### config.mk
export PLATFORM = sky130hd
export DESIGN_NAME = sisc_seq_ctrl
export DESIGN_NICKNAME = d
export VERILOG_FILES = /design/src/rtl/sisc_pkg.sv /design/src/rtl/sisc_br_eval.sv /design/src/rtl/sisc_seq_ctrl.sv
export SDC_FILE = /design/constraint.sdc
export NUM_CORES = 1
export LEC_CHECK = 0
export ABC_AREA = 1
export CORE_UTILIZATION = 30
export DETAILED_ROUTE_END_ITERATION = 7
export DONT_BUFFER_PORTS = 1
export PLACE_DENSITY_LB_ADDON = 0.15
export SLEW_MARGIN = 20
export SYNTH_ARGS = -nofsm -noshare
export SYNTH_HDL_FRONTEND = slang
export SYNTH_SLANG_ARGS = --single-unit
export TNS_END_PERCENT = 30
### constraint.sdc
create_clock -name clk -period 1.3 [get_ports clk]
set_clock_uncertainty 0.05 [all_clocks]
set_input_delay 0.13 -clock clk [delete_from_list [all_inputs] [get_ports clk]]
set_output_delay 0.13 -clock clk [all_outputs]
set_load 0.005 [all_outputs]
### src/rtl/sisc_pkg.sv
// Shared encodings for the SISC control sequencer: opcodes, mode constants,
// FSM states and the datapath select codes.
package sisc_pkg;

    localparam int unsigned OpNoop = 0;
    localparam int unsigned OpLod  = 1;
    localparam int unsigned OpStr  = 2;
    localparam int unsigned OpSwp  = 3;
    localparam int unsigned OpBra  = 4;
    localparam int unsigned OpBrr  = 5;
    localparam int unsigned OpBne  = 6;
    localparam int unsigned OpBnr  = 7;
    localparam int unsigned OpAlu  = 8;
    localparam int unsigned OpHlt  = 15;

    localparam int unsigned MmImm = 8;

    typedef enum logic [3:0] {
        StStart,
        StFetch,
        StDecode,
        StExecute,
        StMem,
        StWb,
        StWb2,
        StHalt,
        StFault
    } state_e;

    typedef enum logic [1:0] {
        AluReg = 2'b00,
        AluImm = 2'b01,
        AluAbs = 2'b10,
        AluIdx = 2'b11
    } alu_op_e;

    typedef enum logic [1:0] {
        WbAlu   = 2'd0,
        WbMem   = 2'd1,
        WbSwapA = 2'd2,
        WbSwapB = 2'd3
    } wb_sel_e;

    // Memory ops compute an address, everything else an ALU operation.
    function automatic alu_op_e calc_alu_op(input logic is_mem, input logic is_imm);
        if (is_mem) begin
            return is_imm ? AluIdx : AluAbs;
        end
        return is_imm ? AluImm : AluReg;
    endfunction

endpackage

### src/rtl/sisc_br_eval.sv
// Combinational branch evaluation: flags branch opcodes, whether the
// condition mask against the status register makes them taken, and target mode.
module sisc_br_eval
    import sisc_pkg::*;
#(
    parameter int unsigned OP_W = 4,
    parameter int unsigned CC_W = 4
) (
    input  logic [OP_W-1:0] opcode_i,
    input  logic [CC_W-1:0] mm_i,
    input  logic [CC_W-1:0] stat_i,
    output logic            is_br_o,
    output logic            taken_o,
    output logic            abs_o
);

    logic hit;

    always_comb begin
        hit     = |(stat_i & mm_i);
        is_br_o = 1'b0;
        taken_o = 1'b0;
        abs_o   = 1'b0;
        case (opcode_i)
            OP_W'(OpBra): begin is_br_o = 1'b1; taken_o = hit;  abs_o = 1'b1; end
            OP_W'(OpBrr): begin is_br_o = 1'b1; taken_o = hit;  abs_o = 1'b0; end
            OP_W'(OpBne): begin is_br_o = 1'b1; taken_o = !hit; abs_o = 1'b1; end
            OP_W'(OpBnr): begin is_br_o = 1'b1; taken_o = !hit; abs_o = 1'b0; end
            default: ;
        endcase
    end

endmodule

### src/rtl/sisc_seq_ctrl.sv
// Multi-cycle SISC control sequencer with handshaked memories, memory-wait
// timeout fault, clean halt and a retired-instruction counter.
module sisc_seq_ctrl
    import sisc_pkg::*;
#(
    parameter int unsigned OP_W  = 4,
    parameter int unsigned MM_W  = 4,
    parameter int unsigned CC_W  = 4,
    parameter int unsigned TO_W  = 4,
    parameter int unsigned CNT_W = 16
) (
    input  logic             clk,
    input  logic             rst_f,
    input  logic [OP_W-1:0]  opcode,
    input  logic [MM_W-1:0]  mm,
    input  logic [CC_W-1:0]  stat,
    input  logic             im_ack,
    input  logic             dm_ack,
    output logic             im_req,
    output logic             dm_req,
    output logic             dm_we,
    output logic             ir_load,
    output logic             pc_write,
    output logic             pc_sel,
    output logic             br_sel,
    output logic             pc_rst,
    output logic             rf_we,
    output logic             rb_sel,
    output logic [1:0]       alu_op,
    output logic [1:0]       wb_sel,
    output logic             halted,
    output logic             fault,
    output logic [CNT_W-1:0] instr_cnt
);

    state_e            state_q, state_d;
    logic [TO_W-1:0]   to_q, to_d, to_next;
    logic [CNT_W-1:0]  cnt_q, cnt_d;
    logic              retire;
    logic              is_br, br_taken, br_abs;
    logic              is_lod, is_str, is_swp, is_alu, is_imm;

    sisc_br_eval #(
        .OP_W (OP_W),
        .CC_W (CC_W)
    ) u_br_eval (
        .opcode_i (opcode),
        .mm_i     (mm),
        .stat_i   (stat),
        .is_br_o  (is_br),
        .taken_o  (br_taken),
        .abs_o    (br_abs)
    );

    always_comb begin
        is_lod  = (opcode == OP_W'(OpLod));
        is_str  = (opcode == OP_W'(OpStr));
        is_swp  = (opcode == OP_W'(OpSwp));
        is_alu  = (opcode == OP_W'(OpAlu));
        is_imm  = (mm == MM_W'(MmImm));
        to_next = to_q + TO_W'(1);
    end

    always_comb begin
        state_d  = state_q;
        to_d     = '0;
        retire   = 1'b0;
        im_req   = 1'b0;
        dm_req   = 1'b0;
        dm_we    = 1'b0;
        ir_load  = 1'b0;
        pc_write = 1'b0;
        pc_sel   = 1'b0;
        br_sel   = 1'b0;
        pc_rst   = 1'b0;
        rf_we    = 1'b0;
        rb_sel   = 1'b0;
        alu_op   = AluReg;
        wb_sel   = WbAlu;
        halted   = 1'b0;
        fault    = 1'b0;
        unique case (state_q)
            StStart: begin
                pc_rst  = 1'b1;
                state_d = StFetch;
            end
            StFetch: begin
                im_req = 1'b1;
                if (im_ack) begin
                    ir_load  = 1'b1;
                    pc_write = 1'b1;
                    state_d  = StDecode;
                end else begin
                    to_d = to_next;
                    if (&to_next) state_d = StFault;
                end
            end
            StDecode: begin
                rb_sel = is_str | is_swp;
                if (is_br) begin
                    pc_write = br_taken;
                    pc_sel   = br_taken;
                    br_sel   = br_taken & br_abs;
                    state_d  = StFetch;
                    retire   = 1'b1;
                end else if (is_lod | is_str | is_swp | is_alu) begin
                    state_d = StExecute;
                end else if (opcode == OP_W'(OpHlt)) begin
                    state_d = StHalt;
                    retire  = 1'b1;
                end else begin
                    // NOOP and undefined opcodes simply retire.
                    state_d = StFetch;
                    retire  = 1'b1;
                end
            end
            StExecute: begin
                alu_op  = calc_alu_op(is_lod | is_str, is_imm);
                rb_sel  = is_swp;
                state_d = (is_lod | is_str) ? StMem : StWb;
            end
            StMem: begin
                dm_req = 1'b1;
                dm_we  = is_str;
                alu_op = calc_alu_op(1'b1, is_imm);
                if (dm_ack) begin
                    state_d = is_str ? StFetch : StWb;
                    retire  = is_str;
                end else begin
                    to_d = to_next;
                    if (&to_next) state_d = StFault;
                end
            end
            StWb: begin
                rf_we = 1'b1;
                if (is_swp) begin
                    wb_sel  = WbSwapA;
                    state_d = StWb2;
                end else begin
                    wb_sel  = is_lod ? WbMem : WbAlu;
                    state_d = StFetch;
                    retire  = 1'b1;
                end
            end
            StWb2: begin
                rf_we   = 1'b1;
                wb_sel  = WbSwapB;
                rb_sel  = 1'b1;
                state_d = StFetch;
                retire  = 1'b1;
            end
            StHalt:  halted = 1'b1;
            StFault: fault  = 1'b1;
            default: state_d = StStart;
        endcase
        cnt_d = retire ? cnt_q + CNT_W'(1) : cnt_q;
    end

    always_ff @(posedge clk or negedge rst_f) begin
        if (!rst_f) begin
            state_q <= StStart;
            to_q    <= '0;
            cnt_q   <= '0;
        end else begin
            state_q <= state_d;
            to_q    <= to_d;
            cnt_q   <= cnt_d;
        end
    end

    assign instr_cnt = cnt_q;

endmodule

# Yosys cells after proc, flatten, opt, wreduce, memory -nomap -nowiden

Index checks and enable logic that the tools add are counted.
Widths: inputs -> output; s select.

Input bits: 16
Output and inout port bits: 32
Logic and storage cells: 88
Register bits after elaboration: 24

Equality and inequality tests: 18
Add/subtract/negate cells: 2
Bitwise operators: 6
Reduce and logical (&&, ||, !) cells: 11
Mux-type cells: 48

Operator list:

| kind                  | number |
|---|---|
| $eq 4x3->1 const B    | 8 |
| $pmux 4 s7            | 1 |
| $mux 1                | 26 |
| $mux 4                | 5 |
| $add 16x1->16 const B | 1 |
| $eq 4x2->1 const B    | 4 |
| $eq 4x4->1 const B    | 4 |
| $mux 3                | 5 |
| $reduce_or 2->1       | 6 |
| $eq 4x1->1 const B    | 2 |
| $mux 2                | 4 |
| $pmux 2 s2            | 2 |
| $pmux 4 s2            | 1 |
| $reduce_or 4->1       | 2 |
| $add 4x1->4 const B   | 1 |
| $and 4x4->4           | 1 |
| $logic_not 4->1       | 1 |
| $or 1x1->1            | 4 |
| $pmux 1 s2            | 2 |
| $pmux 1 s4            | 1 |
| $reduce_and 4->1      | 1 |
| $pmux 1 s3            | 1 |
| $and 1x1->1           | 1 |
| $logic_not 1->1       | 1 |

# Longest topological paths before layout

Depth in word-level cells: 7
Depth in mapped cells: 10
Depth with buffers taken out: 10

# Cells and area by module

From an unflattened synthesis, not the netlist that was laid out.

Cells, all modules: 279
Area total of the unflattened synthesis: 1815.5 um^2

Modules (own cells, without submodules):

| module        | area an instance (um^2) | cells an instance | times used | seq. area each (um^2) |
|---|---|---|---|---|
| sisc_seq_ctrl | 1747.9                  | 262               | 1          | 600.6 |
| sisc_br_eval  | 67.6                    | 17                | 1          | 0.0 |

# Worst setup path before layout

Ideal clock, no wire load.

Path kind: flip-flop to output port
From: register state_q[0]
To: output br_sel
Buffers on the path: 0
Required time: 1.120 ns
Stages on the path, launching flop included: 8
Setup slack: -0.062 ns
Data arrival time: 1.182 ns
Cells stage by stage: dfrtp_1 > inv_1 > nand2_1 > nor2_1 > inv_1 > nor3_1 > nand3_1 > nor2_1

Longest elaborated chain between the ends: 2

Ends and longest elaborated chain:

| what                     | line                 | RTL |
|---|---|---|
| start: declaration       | sisc_seq_ctrl.sv:36  | `state_e state_q, state_d;` |
| start signal: assignment | sisc_seq_ctrl.sv:161 | `state_q <= StStart;` |
| start signal: assignment | sisc_seq_ctrl.sv:165 | `state_q <= state_d;` |
| $eq 4x2->1               | sisc_seq_ctrl.sv:82  | `unique case (state_q)` |
| $mux 1                   | sisc_seq_ctrl.sv:82  |  |
| end: declaration         | sisc_seq_ctrl.sv:25  | `output logic br_sel,` |

No other way between the ends.

# Final worst setup path

From: register state_q[3]
To: output wb_sel[0]

Longest elaborated chain between the ends: 2
Elaborated cells on any way between the ends: 3
Those cells by class: eq/ne (2); mux (1)

Ends and longest elaborated chain:

| what             | line                | RTL |
|---|---|---|
| $eq 4x3->1       | sisc_seq_ctrl.sv:82 |  |
| $pmux 2 s2 (*)   | sisc_seq_ctrl.sv:82 |  |
| end: declaration | sisc_seq_ctrl.sv:30 | `output logic [1:0] wb_sel,` |

Every way passes the cells marked *; elsewhere a longest branch is shown, timed or not.

==> metrics <==
hold_ws ~38 ps; Main synth FF type dfrtp_1; GR Overflow Total 0; all-layer global routing usage roughly 17%; Finished Core Util between 40% and 50%; nets approximately 350; cell taking the most area after synthesis dfrtp_1; Sw Pwr 1290 uW; fmax 641 MHz; clock share of power about 14%; post-synthesis sequential area ratio roughly a third; initial antenna violation count 0; row cnt 27; Post-synth EDFFs 0; Root Buffer clkbuf_8; Post-route DRC 0; number of diodes 0; post-place setup slack -180 ps; failing checks negative setup slack; CTS sink cnt 24; post-synth top area share roughly a third; 1st-iter DRT viols 67; RSZ-0062 raised after global routing true; Hold WC Path Type primary input to register; setup TNS -7320 ps; max-slew violations 0; P_int 1950 uW; post-synthesis cell area between 0.0015 and 0.002 mm^2; TritonRoute pass-1 iters 4; warnings from Yosys 0; switching share of power 39.8%; share of post-route cells with drive strength above 1 between 30% and 40%; clock latency on the worst-skew pair roughly 260 ps; P&R area growth vs syn 50.3%; critical-path maximum fanout 3; final setup fails 34; synthesis-stage register bit count 24; Worst Setup End Kind output port; IO Pins 48; share of async-settable or async-resettable flops after synthesis 100%; crit path launch type register; Rel. slew slack between 80% and 90%; Peak VDD IR 0.000597 V; vias per cell between 4 and 5; Worst EP arrival roughly 1400 ps; Fill cells 572; drt total wl between 4000 and 5000 um; leakage approximately 0.0013 uW; Crit Path Class register to output port; via count of the first global-routing pass roughly 1.8k; vias after detailed routing roughly 1.8k; Reg clk slew, reported paths 80 ps; minimum clock period about 1600 ps; CTS tree yes; first-pass GRT wire length between 8000 and 9000 um; clk buf depth 2; gpl congestion ~0.84; Die W just under 80 um; Commonest cells post-synth 89 x nand2_1, 34 x nor2_1, 32 x inv_1, 32 x nand3_1, 24 x dfrtp_1; H-tree depth 1; DIE AREA ~0.006 mm^2; outcome complete, but fails checks; cells after synthesis about 260; number of port buffers 0; syn_area_per_cell 6.53 um^2; Comb pwr share approximately 57%; hpwl dp approximately 3500 um; TritonCTS Buffers 3; largest net degree at the start of global routing 25; Die Height between 70 and 80 um; Worst Tran Pin Value ~270 ps; Synth Net Count 281; top cells by area, synth dfrtp_1 35%, nand2_1 20%, nand3_1 9.4%, nor2_1 7.5%, inv_1 7.0%; count leader, synth nand2_1; Antenna Nets Post-Route 0; core region area 0.00551 mm^2; period utilization 120%; Max-Cap Viols 0; PnR worst setup slack -261 ps; final hold viol count 0; Initial Utilization between 30% and 40%; Pwr Total between 3000 and 4000 uW; power density over the cells around 1300 mW/mm^2; wire per inst 12.3 um; Reg power frac between 20 and 30%; synth unique cells 26; CP required 1120 ps
final timing paths:
check / from / end / slack, ps / cells past startpoint
worst min-delay path: dm_ack / state_q[2] / 40 / 4
worst max-delay path: state_q[3] / wb_sel[0] / -260 / 7
max in group asynchronous: rst_f / state_q[2] / 800 / 2
worst max register to register: state_q[3] / instr_cnt[11] / -240 / 11
min in group asynchronous: rst_f / instr_cnt[9] / 250 / 2
worst min register to register: to_q[3] / to_q[3] / 510 / 2
state kept, by name (all words and copies together) (netlist names):
name	count
instr_cnt	16
state_q	4
to_q	4
critical path, cell delays in order (launching register included):
cell	delay, ps
dfrtp_1	420
inv_2	110
buf_6	110
nand2_4	60
nor2_4	90
buf_4	120
inv_1	70
o21ai_2	130
metal layers:
| layer | GRT usage [%] | routed length (um) | up-vias | share of wire, % |
|---|---|---|---|---|
| li1 | - | - | 957 | - |
| met1 | 22.6 | 2300 | 831 | 47 |
| met2 | 26.8 | 2380 | 36 | 49 |
| met3 | 2.59 | 157 | 4 | 3.2 |
| met4 | 5.47 | 49 | 0 | 1.0 |
| met5 | 0 | 0 | - | 0 |
power groups by stage:
stage / sequential, uW / combinational [uW] / clock (uW)
detailed placement: 978 / 1410 / 0
CTS: 960 / 1580 / 449
floorplan: 990 / 693 / 0
finish: 964 / 1840 / 439
global route: 982 / 2020 / 488
global placement: 977 / 1410 / 0
cells in the final DEF (no fill, tap or decap), types with 5 or more instances in the layout:
| master | netlist | final |
|---|---|---|
| nand2_1 | 89 | 83 |
| buf_4 | 1 | 53 |
| nand3_1 | 32 | 20 |
| nor2_2 | 4 | 8 |
| dfrtp_1 | 24 | 24 |
| inv_1 | 32 | 28 |
| buf_12 | 0 | 5 |
| inv_2 | 1 | 5 |
| nor2_1 | 34 | 27 |
| nand3_2 | 0 | 12 |
| nand4_1 | 5 | 5 |
| xnor2_1 | 7 | 7 |
| nand2_2 | 4 | 6 |
cell families (layout without fill, tap and decap cells):
logic type	count (synthesis)	count (layout)	synth area share, %
flip-flops	24	24	35.1
AO/OA/AOI/OAI	13	13	4.24
buffers and inverters	37	98	8.92
adder cells (fa/ha/maj)	3	3	2.19
XOR/XNOR	11	11	5.63
AND/OR/NAND/NOR	174	175	43.9
area by class of cell:
class | count | area (um^2) | share of cell area [%]
clock buffers | 3 | 41.3 | 1.61
inverters | 34 | 130 | 5.06
multi-input cells | 202 | 1160 | 45.3
flip-flops and latches | 24 | 601 | 23.4
well taps | 72 | 90.1 | 3.50
repair buffers | 61 | 544 | 21.2
repair_timing:
action,in CTS,in global routing
buffers inserted,6,3
pin swaps,5,11
setup endpoints to repair,35,40
resized for setup,17,33
hold buffers,2,0
endpoints found under the hold margin,24,0
gates cloned,0,2
through the flow:
stage                     std cells  cell area, um^2
after detailed placement        382             2200
after CTS                       393             2380
final                           396             2570
after global routing            396             2570
after global placement          382             2200
after floorplan                 262             1720
(Power assumes the default switching activity.)
==> RTL change, RTL diff (config.mk and constraints unchanged) <==
Encoding of `state_e`: now one-hot (9 bits for 9 states).
--- a/src/rtl/sisc_pkg.sv
+++ b/src/rtl/sisc_pkg.sv
@@ -16,14 +16,14 @@
     localparam int unsigned MmImm = 8;
 
-    typedef enum logic [3:0] {
-        StStart,
-        StFetch,
-        StDecode,
-        StExecute,
-        StMem,
-        StWb,
-        StWb2,
-        StHalt,
-        StFault
+    typedef enum logic [8:0] {
+        StStart   = 9'b000000001,
+        StFetch   = 9'b000000010,
+        StDecode  = 9'b000000100,
+        StExecute = 9'b000001000,
+        StMem     = 9'b000010000,
+        StWb      = 9'b000100000,
+        StWb2     = 9'b001000000,
+        StHalt    = 9'b010000000,
+        StFault   = 9'b100000000
     } state_e;
 
Behaviour: same outputs for any inputs over 10 cycles, from zero or initial values and one cycle with rst_f low; not proved beyond that.
==> RTL change against the unedited design <==
The flow still finishes with violations (negative setup slack); sequential cell count up 5; global-route usage is 0.89 points higher; synthesized area up 21%; worst setup slack worse by 0.085 ns; final area increased by 22%; power fell by 4.4%; critical path type unchanged; die area increased by 21%; routed wire length is 22% higher; critical endpoint is now pc_write.
==> RTL change: results (changes against the unedited design) <==
leakagePower_nw: 1.629  # +24%
signal_buffers: 81  # +33%
dp_hpwl_um: 4381  # +26%
synth_xor_area_share_pct: 5.072  # -0.56 points
clkCellAreaFrac_pct: 2.864  # +1.3 points
r2r_slack_ns: -0.33  # -0.09 ns
max_slew_margin_pct: 81.04  # -0.93 points
status: "finished, violations left"
grt_pass1_vias: 2224  # +25%
critPathArrivalTime_ns: 1.47  # +0.09 ns
fill_cells: 641  # +12%
synthTopCellsByArea: "dfrtp_1 34%, nand2_1 16%, nand3_1 10%"
gp_congestion: 0.8327  # -0.99%
place_area_sq_um: 2685  # +22%
multi_input_area_sq_um: 1356  # +16%
synth_area_sq_um: 2072  # +21%
insertion_delay_ns: 0.28  # +0.02 ns
clk_pin_slew_ns: 0.06  # -0.02 ns
seq-cell-share_pct: 23.19  # -0.17 points
slowest_delay_ns: 0.40  # -0.02 ns
synthAdderAreaFrac_pct: 1.812  # -0.38 points
drt_iter0_drc: 95  # +42%
min_path_cells: 2  # -2
multi_input_area_share_pct: 43.12  # -2.2 points
r2r_end: "state_q[0]"
ir_drop_mv: 0.5190  # -13%
fin_nets: 410  # +19%
clockBufferCount: 8  # +5
multi_input_comb_cells: 231  # +14%
dpl_worst_slack_ns: -0.2374  # -0.05776 ns
routed_wl_um: 5957  # +22%
finalWorstSetupSlack_ns: -0.3463  # -0.08508 ns
violations: "negative setup slack"
powerSeq_mw: 1.09  # +13%
crit_fanout: 4  # +1
syn_area_per_cell_sq_um: 6.749  # +3.4%
p_int_mw: 2.010  # +2.9%
yosysSeqAreaShare_pct: 35.08  # about the same
finalSetupTns_ns: -11.21  # -3.886 ns
cts.htree.levels: 2  # +1
r2r-start: "state_q[0]"
bufAreaShareNonClock_pct: 22.39  # +1.2 points
grt_max_degree: 30  # +20%
clkSinkCount: 29  # +21%
finalSetupViolCount: 43  # +26%
inv_count: 43  # +26%
-- RTL change: worst max-delay path by stage --
stage                    start           end  slack, ns  depth (start not counted)
floorplan           state_q[0]  instr_cnt[2]      -0.17                          8
global placement    state_q[4]  instr_cnt[4]      -0.24                          8
detailed placement  state_q[4]  instr_cnt[9]      -0.24                          8
CTS                 state_q[8]        br_sel      -0.37                          6
global route        state_q[8]     alu_op[0]      -0.45                          7
finish              state_q[2]      pc_write      -0.35                          7
-- RTL change: routing by layer --
layer	part of all wire (%)	global-route usage, %
met3	3.5	2.821
met4	0.89	4.160
met5	0	0
met1	47	23.16
met2	49	29.91
-- RTL change: what timing repair did --
action / CTS / global route
hold endpoints to repair: 31 / 0
hold buffers: 4 / 0
resized for setup: 42 / 29
gates cloned: 0 / 0
pin swaps: 10 / 12
endpoints found under the setup margin: 43 / 44
setup buffers: 9 / 2
